`config.mk`:
```
export PLATFORM = sky130hd
export DESIGN_NAME = branch_ctrl_flat
export DESIGN_NICKNAME = d
export VERILOG_FILES = /design/src/rtl/branch_ctrl_if.sv /design/src/rtl/branch_ctrl.sv /design/src/flat_wrapper.sv
export SDC_FILE = /design/constraint.sdc
export NUM_CORES = 1
export LEC_CHECK = 0
export BUFFER_PORTS_ARGS = -buffer_cell sky130_fd_sc_hd__buf_2
export CORE_MARGIN = 10
export CORE_UTILIZATION = 50
export DETAILED_ROUTE_END_ITERATION = 12
export PLACE_DENSITY = 0.95
export SYNTH_ARGS = -nofsm -noshare
export SYNTH_HDL_FRONTEND = slang
export SYNTH_SLANG_ARGS = --single-unit
```
`constraint.sdc`:
```
create_clock -name clk -period 3.2 [get_ports clk]
set_input_delay 0.16 -clock clk [delete_from_list [all_inputs] [get_ports clk]]
set_output_delay 0.16 -clock clk [all_outputs]
set_load 0.01 [all_outputs]
```
`src/rtl/branch_ctrl_if.sv`:
```
`default_nettype none
// ============================================================================
// Module      : branch_ctrl_if
// Description : Program launch handshake between the host and branch_ctrl.
//               The host raises req_valid with req_addr; the block answers
//               with req_ready while idle and pulses done when the program
//               has finished.
// Signals     : req_valid  host -> block  launch request
//               req_addr   host -> block  program start address
//               req_ready  block -> host  launch request can be accepted
//               done       block -> host  one-cycle completion pulse
// Revision    : 1.0  initial release
// ============================================================================
interface branch_ctrl_if #(
  parameter int INSTR_WIDTH = 9
);
  logic                   req_valid;
  logic [INSTR_WIDTH-1:0] req_addr;
  logic                   req_ready;
  logic                   done;

  modport master (
    output req_valid,
    output req_addr,
    input  req_ready,
    input  done
  );

  modport slave (
    input  req_valid,
    input  req_addr,
    output req_ready,
    output done
  );
endinterface
`default_nettype wire

```
`src/rtl/branch_ctrl.sv`:
```
`default_nettype none
// ============================================================================
// Module      : branch_ctrl
// Description : Control-side driver of the program counter. Owns the program
//               launch handshake, holds the compare flags (Z, N), evaluates
//               branch conditions and detects halt. branch/taken/target/start
//               are combinational so prog_counter acts on the same edge.
// Ports       : clk, rst_n            clock, async active-low reset
//               host (slave modport)  req_valid/req_addr/req_ready/done
//               pc_in                 current PC from prog_counter
//               is_branch, br_cond, br_offset   decoded branch
//               cmp_en, cmp_a, cmp_b  decoded compare (signed operands)
//               is_halt               decoded halt
//               start, start_addr     prog_counter load request
//               branch, taken, target prog_counter branch control
//               instr_cnt             instructions executed in current/last run
//               timeout               run was ended by the watchdog
// Options     : BRANCH_CTRL_WDT_EN  enables the RUN-cycle watchdog; without
//               it timeout is tied low and RUN lasts until halt.
// Revision    : 1.0  initial release
// ============================================================================
module branch_ctrl #(
  parameter int INSTR_WIDTH = 9,
  parameter int REG_WIDTH   = 8,
  parameter int CNT_WIDTH   = 16,
  parameter int WDT_CYCLES  = 1023
) (
  input  wire logic                   clk,
  input  wire logic                   rst_n,
  branch_ctrl_if.slave                host,
  input  wire logic [INSTR_WIDTH-1:0] pc_in,
  input  wire logic                   is_branch,
  input  wire logic [1:0]             br_cond,
  input  wire logic [REG_WIDTH-1:0]   br_offset,
  input  wire logic                   cmp_en,
  input  wire logic [REG_WIDTH-1:0]   cmp_a,
  input  wire logic [REG_WIDTH-1:0]   cmp_b,
  input  wire logic                   is_halt,
  output logic                        start,
  output logic [INSTR_WIDTH-1:0]      start_addr,
  output logic                        branch,
  output logic                        taken,
  output logic [REG_WIDTH-1:0]        target,
  output logic [CNT_WIDTH-1:0]        instr_cnt,
  output logic                        timeout
);

  typedef enum logic [1:0] {
    S_IDLE = 2'd0,
    S_LOAD = 2'd1,
    S_RUN  = 2'd2,
    S_DONE = 2'd3
  } state_t;

  // The watchdog limit must leave room for at least one ordinary RUN cycle.
  if (WDT_CYCLES < 2) begin : g_bad_wdt
    $error("branch_ctrl: WDT_CYCLES must be at least 2");
  end

  state_t                 r_state;
  state_t                 w_next;
  logic [INSTR_WIDTH-1:0] r_addr_q;
  logic                   r_z;
  logic                   r_n;
  logic                   w_launch;
  logic                   w_cond_true;
  logic                   w_wdt_hit;
  logic                   w_in_run;

  assign w_in_run = (r_state == S_RUN);
  assign target   = br_offset;

  // Conditions read the registered flags, so a compare in the same cycle as
  // a branch only affects later branches.
  always_comb begin
    w_cond_true = 1'b1;
    case (br_cond)
      2'b00:   w_cond_true = 1'b1;
      2'b01:   w_cond_true = r_z;
      2'b10:   w_cond_true = ~r_z;
      default: w_cond_true = r_n;
    endcase
  end

  always_ff @(posedge clk or negedge rst_n) begin
    if (!rst_n) r_state <= S_IDLE;
    else        r_state <= w_next;
  end

  always_comb begin
    w_next         = r_state;
    start          = 1'b1;
    start_addr     = r_addr_q;
    branch         = 1'b0;
    taken          = 1'b0;
    host.req_ready = 1'b0;
    host.done      = 1'b0;
    w_launch       = 1'b0;
    case (r_state)
      S_IDLE: begin
        host.req_ready = 1'b1;
        if (host.req_valid) begin
          w_launch = 1'b1;
          w_next   = S_LOAD;
        end
      end
      S_LOAD: w_next = S_RUN;
      S_RUN: begin
        start  = 1'b0;
        branch = is_branch & ~is_halt;
        taken  = is_branch & ~is_halt & w_cond_true;
        // Halt and watchdog both freeze the PC on the current instruction.
        if (is_halt || w_wdt_hit) begin
          start      = 1'b1;
          start_addr = pc_in;
          w_next     = S_DONE;
        end
      end
      default: begin
        host.done = 1'b1;
        w_next    = S_IDLE;
      end
    endcase
  end

  always_ff @(posedge clk or negedge rst_n) begin
    if (!rst_n) begin
      r_addr_q  <= '0;
      r_z       <= 1'b0;
      r_n       <= 1'b0;
      instr_cnt <= '0;
    end else if (w_launch) begin
      r_addr_q  <= host.req_addr;
      r_z       <= 1'b0;
      r_n       <= 1'b0;
      instr_cnt <= '0;
    end else if (w_in_run) begin
      if (is_halt || w_wdt_hit) r_addr_q <= pc_in;
      if (cmp_en) begin
        r_z <= (cmp_a == cmp_b);
        r_n <= ($signed(cmp_a) < $signed(cmp_b));
      end
      if (instr_cnt != {CNT_WIDTH{1'b1}}) instr_cnt <= instr_cnt + 1'b1;
    end
  end

`ifdef BRANCH_CTRL_WDT_EN
  localparam int c_WDT_W = $clog2(WDT_CYCLES + 1);
  localparam logic [c_WDT_W-1:0] c_WDT_LAST = c_WDT_W'(WDT_CYCLES - 1);

  // Counts RUN cycles already completed; the cycle that finds WDT_CYCLES-1
  // here is the last permitted one, so RUN lasts exactly WDT_CYCLES cycles.
  logic [c_WDT_W-1:0] r_wdt_cnt;
  logic               r_timeout;

  assign w_wdt_hit = w_in_run & (r_wdt_cnt == c_WDT_LAST);
  assign timeout   = r_timeout;

  always_ff @(posedge clk or negedge rst_n) begin
    if (!rst_n) begin
      r_wdt_cnt <= '0;
      r_timeout <= 1'b0;
    end else if (w_launch) begin
      r_wdt_cnt <= '0;
      r_timeout <= 1'b0;
    end else if (w_in_run) begin
      r_wdt_cnt <= r_wdt_cnt + 1'b1;
      if (w_wdt_hit && !is_halt) r_timeout <= 1'b1;
    end
  end
`else
  assign w_wdt_hit = 1'b0;
  assign timeout   = 1'b0;
`endif

endmodule
`default_nettype wire

```
`src/flat_wrapper.sv`:
```
// flat-port wrapper written by rule: the top's interface ports become plain ports
module branch_ctrl_flat 
#(
  parameter int INSTR_WIDTH = 9,
  parameter int REG_WIDTH   = 8,
  parameter int CNT_WIDTH   = 16,
  parameter int WDT_CYCLES  = 1023
)
  (clk, rst_n, pc_in, is_branch, br_cond, br_offset, cmp_en, cmp_a, cmp_b, is_halt, start, start_addr, branch, taken, target, instr_cnt, timeout, host_req_valid, host_req_addr, host_req_ready, host_done);
  branch_ctrl_if #(.INSTR_WIDTH(INSTR_WIDTH)) host_i ();
  input  wire logic clk;
  input  wire logic rst_n;
  input  wire logic [INSTR_WIDTH-1:0] pc_in;
  input  wire logic is_branch;
  input  wire logic [1:0] br_cond;
  input  wire logic [REG_WIDTH-1:0] br_offset;
  input  wire logic cmp_en;
  input  wire logic [REG_WIDTH-1:0] cmp_a;
  input  wire logic [REG_WIDTH-1:0] cmp_b;
  input  wire logic is_halt;
  output logic start;
  output logic [INSTR_WIDTH-1:0] start_addr;
  output logic branch;
  output logic taken;
  output logic [REG_WIDTH-1:0] target;
  output logic [CNT_WIDTH-1:0] instr_cnt;
  output logic timeout;
  input wire logic [$bits(host_i.req_valid)-1:0] host_req_valid;
  input wire logic [$bits(host_i.req_addr)-1:0] host_req_addr;
  output wire logic [$bits(host_i.req_ready)-1:0] host_req_ready;
  output wire logic [$bits(host_i.done)-1:0] host_done;
  assign host_i.req_valid = host_req_valid;
  assign host_i.req_addr = host_req_addr;
  assign host_req_ready = host_i.req_ready;
  assign host_done = host_i.done;
  branch_ctrl #(.INSTR_WIDTH(INSTR_WIDTH), .REG_WIDTH(REG_WIDTH), .CNT_WIDTH(CNT_WIDTH), .WDT_CYCLES(WDT_CYCLES)) u_core (.clk(clk), .rst_n(rst_n), .host(host_i), .pc_in(pc_in), .is_branch(is_branch), .br_cond(br_cond), .br_offset(br_offset), .cmp_en(cmp_en), .cmp_a(cmp_a), .cmp_b(cmp_b), .is_halt(is_halt), .start(start), .start_addr(start_addr), .branch(branch), .taken(taken), .target(target), .instr_cnt(instr_cnt), .timeout(timeout));
endmodule
```
==> flow_summary.ini <==
[sta]
post-route-period-util_pct = 72.9
hold_viol = 0
slew_headroom_pct = 54.5
fin_crit_ps = 2330
tightest_slew_ps = 665
skew_ps = 3.96
fmax_mhz = 429
final_max_slew_viol_count = 0
setup_viol = 0
setup_ws_ps = 867
fin_tns_setup_ps = 0
rsz0062_at_grt = no

[worst_setup_path]
worstPathCellList = inv_1 -> ha_1 -> nand2_1 -> mux2_2 -> buf_2
crit_cells = 5
reg2reg_depth = 6
slowest_stage = ha_1
cp-startpoint = u_core.r_state[0]
crit_end = start_addr[2]
crit_fanout = 14
cp.arrival_ps = 2170
critPathTopFamily = adder cells
critPathMaxStageDelay_ps = 480
crit_buf_inv = 2
critPathKind = reg -> out
r2r-end = u_core.instr_cnt[9]
worst_setup_path_start_kind = flip-flop
reg2reg_from = u_core.r_state[0]
end_kind = output pin
worst_ep_required_time_ps = 3040
r2r_slack_ps = 930

[synthesis]
synth_edf_count = 0
synth.yosys.seq_area_share_pct = 36.8
synth-seq-cells = 29
ys_types = 45
netlist_instances = 205
async_flop_share_pct = 100
yosys_warnings = 0
syn-mean-instance-area_um2 = 9.63
syn_nets = 267
syn_area_um2 = 1970
ys.flop_type = dfrtp_1

[power_and_ir_drop]
p_leak_uw = 0.00121
p_total_uw = 1600
ir_drop_v = 0.000495
powerDensity_nw_per_um2 = 665

[grt]
grt_pass1_vias = 1928
grt_max_degree = 30
grt_remaining_overflow = 0
grt_pass1_wl_mm = 8.63
track_usage_pct = 14.8
antenna_found_initial = 0

[cells_and_area]
n_fill_cell = 310
drive_gt1_share_pct = 39.0
syn2layout_area_growth_pct = 22.2
nNetsFinal = 330
diodes = 0

[placement]
io_buffers = 71
dpl_worst_slack_ps = 917
dp.final_hpwl_mm = 4.09
gp_congestion = 0.862

[clock_network]
clk_path_buf_depth = 2
cts_setup_buffers = 0
cts_buffers = 5
ctsHtreeMaxLevel = 2
hold_buffers = 1
cts.clk_slew.worst_paths_ps = 70
cts.sink_count = 29
tritoncts = done
cts_resized = 0
cts-root-buf = clkbuf_8
clock_latency_ps = 290

[outcome]
status = finished, final reports clean

[detailed_routing]
wl_per_cell_um = 16.5
drtIter0Drc = 153
via_count = 1806
drt_wl_total_mm = 5.22
vias_per_cell = 5.70
first_pass_iters = 4
final_antenna_net_count = 0
drc = 0

[flow_run]
max-cap-violations = 0

[floorplan]
fp.dieArea_um2 = 6860
die_height_um = 82.8
die_x_um = 82.8
boundaryPins = 89
initial_core_util_pct = 52.7
coreArea_um2 = 3740
rows = 22

[min_path]
holdCritStartpoint = host_req_addr[6]
hold_path.class = in -> reg
==> power breakdown <==
part           internal (uW)  leakage (uW)  switching, uW  total [uW]
registers                462      0.000377           54.3         517
logic                    319      0.000774            378         697
clock network            233     0.0000543            157         390
==> cell usage after synthesis (3+ instances only) <==
library cell	number	area, um^2
dfrtp_1	29	726
mux2_2	18	203
nand2_1	18	67.6
inv_1	16	60.1
a21oi_1	12	60.1
buf_4	12	90.1
ha_1	12	150
mux2i_1	8	80.1
nand2b_1	8	50.1
nand4_1	7	43.8
nor2_1	7	26.3
clkbuf_1	4	15.0
o21ai_0	4	20.0
a2111oi_0	3	26.3
and2_1	3	18.8
nor4_1	3	18.8
o31ai_1	3	22.5
==> placed cells by master (no fill, tap or decap), drive strengths merged, types with 3 or more instances in the layout <==
master / synthesis / final
a2111oi: 4 / 4
a21oi: 12 / 12
and2: 4 / 4
and3: 3 / 3
buf: 13 / 72
clkbuf: 4 / 5
dfrtp: 29 / 29
ha: 12 / 12
inv: 16 / 16
mux2: 18 / 18
mux2i: 8 / 8
nand2: 18 / 18
nand2b: 8 / 8
nand3: 3 / 3
nand4: 8 / 8
nor2: 7 / 7
nor4: 3 / 3
o21ai: 4 / 4
o31ai: 3 / 3
==> metal layers <==
metal | global-route usage [%] | up-vias | wire length [um]
met2 | 25.6 | 82 | 2570
met1 | 14.5 | 849 | 1970
li1 | - | 860 | -
met3 | 7.32 | 15 | 544
met5 | 0 | - | 0
met4 | 6.46 | 0 | 133
==> logic make-up after synthesis <==
logic type,after synthesis,share of synthesized area (%)
adders and majority gates,12,7.60
DFF,29,36.8
AOI/OAI and AO/OA,40,14.4
and+or+nand+nor,64,18.1
muxes,26,14.3
buffers and inverters,33,8.62
other,1,0.190
==> metrics by stage <==
| step | cells | instance area, um^2 | hold slack (ps) | utilization [%] |
|---|---|---|---|---|
| finish | 317 | 2410 | 100 | 64.4 |
| global route | 317 | 2410 | 98.8 | 64.4 |
| CTS | 317 | 2410 | 98.5 | 64.4 |
| detailed placement | 308 | 2290 | 221 | 61.1 |
| global placement | 308 | 2290 | 215 | 61.1 |
| floorplan | 205 | 1970 | -136 | - |
==> worst min-delay path by stage <==
stage / to / depth (start not counted)
detailed placement: u_core.r_addr_q[8] / 1
global placement: u_core.r_addr_q[2] / 1
finish: u_core.r_addr_q[6] / 2
floorplan: u_core.instr_cnt[0] / 0
CTS: u_core.r_addr_q[2] / 2
global route: u_core.r_addr_q[5] / 2
==> state kept, by name, summed over array words and instances, names as in the netlist <==
name              count
u_core.r_z            1
u_core.r_state        2
u_core.instr_cnt     16
u_core.r_n            1
u_core.r_addr_q       9
==> final cells by class <==
class | count | area [um^2] | share of cell area, %
Clock buffer | 5 | 68.8 | 2.85
Clock inverter | 3 | 46.3 | 1.92
Inverter | 16 | 60.1 | 2.49
Multi-Input combinational cell | 143 | 1080 | 44.7
Sequential cell | 29 | 726 | 30.1
Tap cell | 48 | 60.1 | 2.49
Timing Repair Buffer | 73 | 373 | 15.5
Power figures use the tool's default switching activity.
